--- src/rtl/fir_pkg.sv ---
// Shared constants, FSM state type and default coefficient set for the fir_mac16 filter.
// The default coefficients are a 16-tap moving average. Each coefficient is 16, so the sum is 256 (unity gain in Q8).
package fir_pkg;

    localparam int TAPS       = 16;
    localparam int COEF_W     = 9;
    localparam int ADC_OFFSET = 512;

    typedef enum logic [1:0] {
        IDLE,
        MAC,
        ROUND
    } state_t;

    localparam logic [TAPS-1:0][COEF_W-1:0] DEFAULT_COEF = {TAPS{9'd16}};

endpackage

--- src/rtl/fir_coef_rom.sv ---
// Combinational coefficient lookup for the serial MAC.
// A designed low-pass can replace this table without touching the datapath.
module fir_coef_rom #(
    parameter int TAPS   = 16,
    parameter int COEF_W = 9
) (
    input  logic [$clog2(TAPS)-1:0] k,
    output logic signed [COEF_W-1:0] coef
);

    always_comb begin
        coef = COEF_W'($signed(fir_pkg::DEFAULT_COEF[k]));
    end

endmodule

--- src/rtl/fir_mac16.sv ---
// Serial-MAC FIR stage: one multiply-accumulate per clock over a circular history, then round and saturate.
// Optional macro FIR_MAC16_BYPASS_EN adds a bypass input that passes samples straight through.
module fir_mac16 #(
    parameter int TAPS   = fir_pkg::TAPS,
    parameter int COEF_W = fir_pkg::COEF_W,
    parameter int ACC_W  = 24
) (
    input  logic       sysclk,
    input  logic       rst_n,
    input  logic       data_valid,
    input  logic [9:0] data_in,
    output logic [9:0] data_out,
    output logic       out_valid,
    output logic       busy,
    output logic       overrun
`ifdef FIR_MAC16_BYPASS_EN
    ,
    input  logic       bypass
`endif
);
    import fir_pkg::*;

    localparam int PW   = $clog2(TAPS);
    localparam int PRDW = 11 + COEF_W;
    localparam logic [PW-1:0]           K_LAST   = PW'(TAPS - 1);
    localparam logic signed [ACC_W-1:0] RND_HALF = ACC_W'(128);
    localparam logic signed [ACC_W-1:0] Y_MAX    = ACC_W'(511);
    localparam logic signed [ACC_W-1:0] Y_MIN    = -ACC_W'(512);

    state_t                  state_q, state_d;
    logic [PW-1:0]           wp_q, wp_d;
    logic [PW-1:0]           k_q, k_d;
    logic signed [ACC_W-1:0] acc_q, acc_d;
    logic signed [10:0]      hist_q [TAPS];
    logic signed [10:0]      hist_d [TAPS];
    logic [9:0]              data_out_q, data_out_d;
    logic                    out_valid_q, out_valid_d;
    logic                    overrun_q, overrun_d;

    logic                    bypass_act;
    logic signed [10:0]      s_in;
    logic [PW-1:0]           rd_idx;
    logic signed [COEF_W-1:0] coef_k;
    logic signed [PRDW-1:0]  prod;
    logic signed [ACC_W-1:0] rnd_sum;
    logic signed [ACC_W-1:0] y_full;
    logic signed [10:0]      y_sat;

`ifdef FIR_MAC16_BYPASS_EN
    assign bypass_act = bypass;
`else
    assign bypass_act = 1'b0;
`endif

    fir_coef_rom #(
        .TAPS   (TAPS),
        .COEF_W (COEF_W)
    ) u_coef_rom (
        .k    (k_q),
        .coef (coef_k)
    );

    // wp already points past the newest sample while in MAC, hence the extra -1.
    always_comb begin
        s_in    = $signed({1'b0, data_in}) - 11'sd512;
        rd_idx  = wp_q - PW'(1) - k_q;
        prod    = hist_q[rd_idx] * coef_k;
        rnd_sum = acc_q + RND_HALF;
        y_full  = rnd_sum >>> 8;
        if (y_full > Y_MAX) begin
            y_sat = 11'sd511;
        end else if (y_full < Y_MIN) begin
            y_sat = -11'sd512;
        end else begin
            y_sat = y_full[10:0];
        end
    end

    always_comb begin
        state_d     = state_q;
        wp_d        = wp_q;
        k_d         = k_q;
        acc_d       = acc_q;
        hist_d      = hist_q;
        data_out_d  = data_out_q;
        out_valid_d = 1'b0;
        overrun_d   = overrun_q;

        case (state_q)
            IDLE: begin
                if (data_valid) begin
                    hist_d[wp_q] = s_in;
                    wp_d         = wp_q + PW'(1);
                    if (bypass_act) begin
                        data_out_d  = data_in;
                        out_valid_d = 1'b1;
                    end else begin
                        acc_d   = '0;
                        k_d     = '0;
                        state_d = MAC;
                    end
                end
            end
            MAC: begin
                acc_d = acc_q + ACC_W'(prod);
                k_d   = k_q + PW'(1);
                if (k_q == K_LAST) begin
                    state_d = ROUND;
                end
            end
            ROUND: begin
                data_out_d  = 10'(y_sat + 11'sd512);
                out_valid_d = 1'b1;
                state_d     = IDLE;
            end
            default: state_d = IDLE;
        endcase

        if (data_valid && (state_q != IDLE)) begin
            overrun_d = 1'b1;
        end
    end

    always_ff @(posedge sysclk or negedge rst_n) begin
        if (!rst_n) begin
            state_q     <= IDLE;
            wp_q        <= '0;
            k_q         <= '0;
            acc_q       <= '0;
            hist_q      <= '{default: '0};
            data_out_q  <= 10'(ADC_OFFSET);
            out_valid_q <= 1'b0;
            overrun_q   <= 1'b0;
        end else begin
            state_q     <= state_d;
            wp_q        <= wp_d;
            k_q         <= k_d;
            acc_q       <= acc_d;
            hist_q      <= hist_d;
            data_out_q  <= data_out_d;
            out_valid_q <= out_valid_d;
            overrun_q   <= overrun_d;
        end
    end

    assign data_out  = data_out_q;
    assign out_valid = out_valid_q;
    assign busy      = (state_q != IDLE);
    assign overrun   = overrun_q;

endmodule
--- config.mk ---
export PLATFORM = sky130hd
export DESIGN_NAME = fir_mac16
export DESIGN_NICKNAME = d
export VERILOG_FILES = /design/src/rtl/fir_pkg.sv /design/src/rtl/fir_coef_rom.sv /design/src/rtl/fir_mac16.sv
export SDC_FILE = /design/constraint.sdc
export NUM_CORES = 1
export LEC_CHECK = 0
export ABC_AREA = 1
export ABC_CLOCK_PERIOD_IN_PS = 6700
export BUFFER_PORTS_ARGS = -buffer_cell sky130_fd_sc_hd__buf_4
export CORE_MARGIN = 4
export CORE_UTILIZATION = 65
export DETAILED_ROUTE_END_ITERATION = 7
export GPL_ROUTABILITY_DRIVEN = 1
export PLACE_DENSITY = 0.92
export REMOVE_ABC_BUFFERS = 1
export SLEW_MARGIN = 20
export SYNTH_ARGS = -nofsm -noshare
export SYNTH_HDL_FRONTEND = slang
export SYNTH_SLANG_ARGS = --single-unit
--- constraint.sdc ---
create_clock -name sysclk -period 6.7 [get_ports sysclk]
set_input_delay 0.67 -clock sysclk [delete_from_list [all_inputs] [get_ports sysclk]]
set_output_delay 0.67 -clock sysclk [all_outputs]
set_load 0.005 [all_outputs]
Word level (Yosys, flattened, before mapping)
Memories as Yosys holds them, arrays and structs flattened.
Index checks and enable logic that the tools add are counted.
W data, S select, Z words.
Operators by class
  add/sub/neg operators: 8
  multiply operators: 1
  divide/modulo/power cells: 0
  order comparisons: 6
  eq/ne operators: 5
  shifts and indexed selects: 0
  mux-type cells: 17
  bitwise operators: 2
  reductions and logical operators: 8
Operators by type and width (count)
  $bwmux W176: 1
  $pmux W24 S2: 1
  $bmux W11 S4: 1
  $demux W11 S4: 1
  $mux W11: 3
  $add A24 B20 Y24: 1
  $add A24 B9 Y24 const B: 1
  $mux W24: 1
  $mul A11 B9 Y20: 1
  $mux W10: 2
  $gt A16 B10 Y1 const B: 1
  $lt A16 B10 Y1 const B: 1
  $sub A10 B10 Y11 const B: 1
  $add A10 B10 Y10 const B: 1
  $ge A5 B5 Y1 const B: 2
  $not A4 Y5: 2
  $mux W9: 1
  $add A4 B1 Y4 const B: 2
  $pmux W4 S2: 1
  $reduce_and A2 Y1: 3
  $lt A4 B5 Y1 const B: 1
  $lt A5 B1 Y1 const B: 1
  $eq A4 B4 Y1 const B: 1
  $mux W2: 2
  other kinds (11): 14
Storage, ports and cells
  flip-flop bits (word level): 222
  latch bits: 0
  memory bits (writable): 0
  ROM bits: 144
  input port bits: 13
  output and inout bits: 13
  word-level logic and storage cells: 71
  memories: 1
Memories
  (no name shown): depth 16, bits a word 9, read ports 1, clocked after memory_dff 0, wr ports 0, line fir_coef_rom.sv:12  | coef = COEF_W'($signed(fir_pkg::DEFAULT_COEF[k]));

Depth between registers and ports, before layout
Gate-level depths: netlist of run 1.
  depth in word-level cells: 9
  depth in mapped cells: 25
  mapped depth without buffers: 25

Cells and area by module
A second synthesis of run 1 with hierarchy kept.
Second synthesis, totals
  cell total of the unflattened synthesis: 1809
  area, all modules: 14481.4 µm²
By module, submodules not included
  fir_mac16: times used 1, cells an instance 1798, area each 14406.3 µm², seq. area each 5156.2 µm²
  fir_coef_rom: times used 1, cells an instance 11, area each 75.1 µm², seq. area each 0.0 µm²

Least setup slack after synthesis of run 1
OpenSTA, ideal clock, no wires.
  path kind: register -> register
  from: register k_q[0]
  to: register acc_q[15]
  setup time: 83 ps
  arrival time: 3771 ps
  data required time: 6617 ps
  setup slack: 2846 ps
  stages on the path, launching flop included: 26
  path buffers: 2
  clock period less this slack: 3854 ps
  path through: dfrtp_1 inv_1 ha_1 inv_1 fa_1 inv_1 buf_2 buf_1 a21oi_1 o21ai_0 o21ai_0 nand2_1 o21ai_0 o21ai_0 ha_1 ha_1 fa_1 inv_1 nor3_1 nor2_1 o21ai_2 nand2_1 nand2_1 nand2_1 nand2_1 o21ai_0
On the way
  word-level cells in the longest chain between the ends: 8
  elaborated cells on any way between the ends: 10
  those cells by class: add/sub (2); mul (1); mux (5); bitwise (1); memory (1)
RTL lines
  start: declaration: line fir_mac16.sv:32  | logic [PW-1:0] k_q, k_d;
  start signal: assignment: line fir_mac16.sv:137  | k_q <= k_d;
  $sub A4 B4 Y4: line fir_mac16.sv:66  | rd_idx = wp_q - PW'(1) - k_q;
  $not A4 Y5 (not written as such): line fir_mac16.sv:67  | prod = hist_q[rd_idx] * coef_k;
  $bmux W11 S4: line fir_mac16.sv:67
  $mux W11 (not written as such) (2 in a row): line fir_mac16.sv:67
  $mul A11 B9 Y20 (*): line fir_mac16.sv:67
  $add A24 B20 Y24 (*): line fir_mac16.sv:105  | acc_d = acc_q + ACC_W'(prod);
  $pmux W24 S2 (*): line fir_mac16.sv:89  | case (state_q)
  end signal: assignment: line fir_mac16.sv:129  | acc_q <= '0;
  end signal: assignment: line fir_mac16.sv:138  | acc_q <= acc_d;
  end: declaration: line fir_mac16.sv:33  | logic signed [ACC_W-1:0] acc_q, acc_d;
Every way passes the cells marked *; elsewhere a longest branch is shown, timed or not. The select of a mux whose other input is x is not followed.
A chain may end at the register's enable or synchronous reset.

Worst setup path in the final report of run 1
  from: register k_q[0]
  to: register acc_q[17]
Same word-level chain as after synthesis.

==> metrics.cfg, run 1 <==
[critical_path]
crit_slowest_cell = inv_1
worstSetupStartpointType = register
path_depth = 24
crit_family = buffers and inverters
crit_fanout = 41
arrival_ns = 5.76
crit_start = k_q[0]
crit_required_ns = 7.08
regToRegEndpoint = acc_q[17]
r2r.worst_path.cells = 24
cpPeakStageDelay_ns = 0.70
r2r_start = k_q[0]
path_cells = inv_1 > ha_4 > inv_1 > fa_1 > buf_4 > inv_1 > buf_4 > a21oi_1 > o21ai_0 > o21ai_0 > nand2_1 > o21ai_0 > o21ai_0 > ha_1 > ha_1 > nand2_1 > o21ai_0 > nor2_1 > o21ai_2 > nand3_1 > nand2_1 > nand2_1 > nand3_1 > nand2_1
r2r_slack_ns = 1.33
critPathKind = reg2reg
endpoint_kind = register
path_buf_inv = 5

[synthesis]
yosysSeqAreaShare = 0.4724
ys_types = 39
yosysWarnings = 0
synth_area_per_cell_um2 = 7.858
synth_most_common_cell = nand2_1
synth_top_area_frac = 0.4700
synth_cells = 1362
async_reset_ff_frac = 1.000
synth_top_cell_by_area = dfrtp_1
synth.area.top_cells = dfrtp_1, nand2_1, o21ai_0
synth_common_cells = nand2_1, o21ai_0, dfrtp_1, a21oi_1, nor2_1
synth-edff-count = 0
synth_flop_cell = dfrtp_1
mappedNetlistArea_mm2 = 0.01070
synth_seq_cells = 202

[detailed_routing]
dr.pass1.iters = 7
via_per_inst = 6.156
wire_per_inst_um = 17.73
vias = 9721
drtIter0Drc = 1331
routed_wl_um = 27990
ant_nets = 0
drc = 0

[timing]
setup_viol = 0
slew_violations = 0
whs_ns = 0.2098
rsz0062_at_grt = false
slew_headroom = 0.3812
tightestPinTransition_ns = 0.9272
setup_tns_ns = 0
max_freq_mhz = 186.2
post-route-min-period_ns = 5.372
skew_ns = 0.01300
period_share = 0.8018
finalHoldViolations = 0

[floorplanning]
die-area_mm2 = 0.01858
die_w_um = 136.3
core-area_mm2 = 0.01600
io_pins = 26
initial_utilization = 0.6689
chipHeight_um = 136.3
rows = 46

[placement]
gp_congestion = 0.9169
dp_hpwl_um = 17660
numPortBuffers = 25

[grt]
grt_max_degree = 89
grt_pass1_wl_um = 45710
antenna_found_initial = 0
grt_pass1_vias = 9423
grt-ovfl-total = 0
grt_usage = 0.3070

[status]
status = complete, no violations

[cts]
cts_tree = done
post_cts_buffers = 0
cts_hold_buf = 0
clk_latency_ns = 0.51
cts_buffer_depth = 3
numCtsBuffers = 22
root_buffer = clkbuf_16
htree_levels = 1
cts_resized = 0
cts_sinks = 202
clkSlewWorstSetupHoldPaths_ns = 0.06

[cells_and_area]
fin_util = 0.7336
diodes = 0
drive_above_1_share = 0.06603
nets = 1410
syn_to_final_growth_pct = 9.668

[hold_path]
hold_class = in2async

[job]
cap_violations = 0

sequential cells by signal (all words and copies together), names as in the netlist:
register and count:
hist_q 160, acc_q 20, out_valid 1, overrun 1, data_out 10, wp_q 4
state_q 2, k_q 4
cell usage in the layout, fill, tap and decap left out, types with 2 or more instances in the layout:
cell	instances
nand2_1	328
ha_1	45
clkbuf_1	4
buf_4	39
a21oi_1	148
o21bai_1	2
o22ai_1	4
a22o_1	3
fa_1	2
xnor2_1	6
o21a_1	2
or2_2	2
nor3_1	9
o21ai_0	208
clkbuf_8	9
clkbuf_16	23
inv_1	107
a21o_1	2
nand3_1	32
dfrtp_1	201
o211ai_1	10
clkinv_1	2
a22oi_1	19
nand3b_1	3
nand4_1	8
xor2_1	10
nand2_2	3
nor2_2	4
a31oi_1	2
nor2_1	112
cell type report:
type | instances | area, um^2
sequential | 202 | 5056
multi-input combinational | 973 | 4945
fill | 1131 | 4263
clock buffer | 35 | 700.7
inverter | 110 | 412.9
timing repair buffer | 40 | 306.5
tap | 216 | 270.3
clock inverter | 3 | 46.29
metal layers:
layer,track usage,vias up,part of all wire
li1,-,4470,-
met1,0.4068,4530,0.38
met2,0.5030,612,0.49
met3,0.05255,109,0.099
met4,0.1288,0,0.036
met5,0,-,0
how the worst max path moves through the flow:
stage                     end  slack [ns]
finish              acc_q[17]        1.33
floorplan           acc_q[17]        0.92
global route        acc_q[17]        1.02
detailed placement  acc_q[17]        1.59
global placement    acc_q[13]        1.81
CTS                 acc_q[17]        1.47
stage by stage:
step	setup WS, ns	instance area (um^2)	cells
CTS	1.472	11740	1579
finish	1.328	11740	1579
floorplan	0.9198	10400	1285
detailed placement	1.592	10990	1541
global route	1.019	11740	1579
global placement	1.808	10990	1541
cells by family (layout without fill, tap and decap cells):
logic type | count (synthesis) | after routing | synth area share
buf+inv | 187 | 188 | 0.06699
flops | 202 | 202 | 0.4724
compound gates | 404 | 404 | 0.2010
simple gates | 504 | 504 | 0.1875
fa+ha+maj | 48 | 48 | 0.05752
xor+xnor | 17 | 17 | 0.01461
Power of run 1 is left out: the tool's default activity adds up to more than one toggle a clock period on the data nets, which glitch-free logic cannot reach.
==> inputs of run 2 (changes only) <==
Settings changed: ABC_CLOCK_PERIOD_IN_PS 6700 to 5000, CORE_UTILIZATION 65 to 63, PLACE_DENSITY 0.92 to 0.9.
Clock period 6.7 ns to 5 ns, I/O delays scaled along.
==> run 2 against run 1 <==
Compared with the run above: first-iteration DRC count fell by 16%; worst setup slack got worse by 0.86 ns; cell count rose by 0.38%; via count fell by 0.76%; cell area barely moved; wire length fell by 1.7%; register-to-register slack got worse by 0.86 ns; count of clock-buffer cells in the layout fell by 1.
==> metrics.cfg, run 2 (synthesized netlist as in run 1, its figures left out) <==
[critical_path]
crit_fanout = 40
worstSetupStartpointType = register
arrival_ns = 4.91
r2r_slack_ns = 0.47
crit_required_ns = 5.38
endpoint_kind = register
critPathKind = reg2reg

[detailed_routing]
ant_nets = 0
dr.pass1.iters = 6
wire_per_inst_um = 17.37
via_per_inst = 6.086
drc = 0
drtIter0Drc = 1121
routed_wl_um = 27520
vias = 9647

[grt]
grt-ovfl-total = 0
grt_pass1_vias = 9707
grt_pass1_wl_um = 46070
grt_max_degree = 98
antenna_found_initial = 0
grt_usage = 0.2858

[floorplanning]
core-area_mm2 = 0.01664
rows = 47
initial_utilization = 0.6431
die-area_mm2 = 0.01914
die_w_um = 138.3
chipHeight_um = 138.3
io_pins = 26

[cts]
numCtsBuffers = 22
post_cts_buffers = 0
htree_levels = 1
cts_sinks = 202
cts_resized = 0
cts_buffer_depth = 3
clk_latency_ns = 0.50
root_buffer = clkbuf_16
clkSlewWorstSetupHoldPaths_ns = 0.06
cts_hold_buf = 0
cts_tree = done

[placement]
numPortBuffers = 25
placed_area_mm2 = 0.01104
dp_hpwl_um = 17780
gp_congestion = 0.9362

[timing]
skew_ns = 0.006240
setup_viol = 0
slew_headroom = 0.3617
post-route-min-period_ns = 4.529
finalHoldViolations = 0
period_share = 0.9057
rsz0062_at_grt = false
tightestPinTransition_ns = 0.9548
max_freq_mhz = 220.8
slew_violations = 0
whs_ns = 0.06729

[cells_and_area]
design_area_mm2 = 0.01173
syn_to_final_growth_pct = 9.621
diodes = 0
largest_register = hist_q
drive_above_1_share = 0.06593
layout_commonest_cell = nand2_1
largest_reg_flops = 160
fin_util = 0.7050
final_cell_mix = nand2_1, o21ai_0, dfrtp_1, a21oi_1, nor2_1
nets = 1413
fillCellCount = 1202

[hold_path]
hold_class = in2async

[status]
status = complete, no violations

[job]
cap_violations = 0

run 2: cell types whose count changed in the layout (fill, tap and decap cells not counted):
cell,change
clkbuf_1,+1
clkbuf_8,-2
buf_4,+1
clkinv_2,+3
bufinv_16,-1
clkinv_4,-1
nor2_1,+1
nor2_2,-1
clkinvlp_4,-1
buf_12,+2
run 2: worst paths after layout:
| path | endpoint | startpoint | depth (start not counted) |
|---|---|---|---|
| max | acc_q[21] | k_q[0] | 22 |
| min in group sysclk | overrun | data_valid | 2 |
| min reg2reg | overrun | overrun | 1 |
| max reg2reg | acc_q[21] | k_q[0] | 22 |
| max in group asynchronous | hist_q[139] | rst_n | 2 |
| min | acc_q[16] | rst_n | 1 |
run 2: worst max-delay path: stages, from the launching register on:
cell	delay [ns]
dfrtp_1	0.40
inv_1	0.12
ha_4	0.14
inv_1	0.04
fa_1	0.49
buf_4	0.43
a21oi_1	0.09
o21ai_0	0.09
nand2_1	0.07
nand2_1	0.08
nand2_1	0.06
nand2_1	0.09
nand2_1	0.08
inv_1	0.32
ha_1	0.31
ha_1	0.36
a21oi_1	0.40
o21a_1	0.21
nor2_1	0.06
nor3_1	0.25
nand3_1	0.12
nand2_1	0.07
o21ai_0	0.09
run 2: per-layer routing:
layer	wire [um]	track usage
met1	10930	0.3771
met2	12970	0.4645
met3	2341	0.04454
met4	1281	0.1404
met5	0	0
run 2: final cells by class:
type,instances,area [um^2],share of cell area
sequential,202,5056,0.4309
timing repair buffer,43,354.1,0.03018
clock inverter,3,15.01,0.001280
inverter,110,412.9,0.03519
multi-input combinational,973,4942,0.4212
tap,220,275.3,0.02346
clock buffer,34,676.9,0.05769
run 2: per-stage QoR:
step	TNS, ns	cells	setup WS, ns
after global routing	0	1585	0.1848
after global placement	0	1548	0.8222
after floorplan	-10.73	1285	-0.7802
after detailed placement	0	1548	0.6483
final	0	1585	0.4713
after CTS	0	1585	0.6256
Power of run 2 is left out for the same reason.
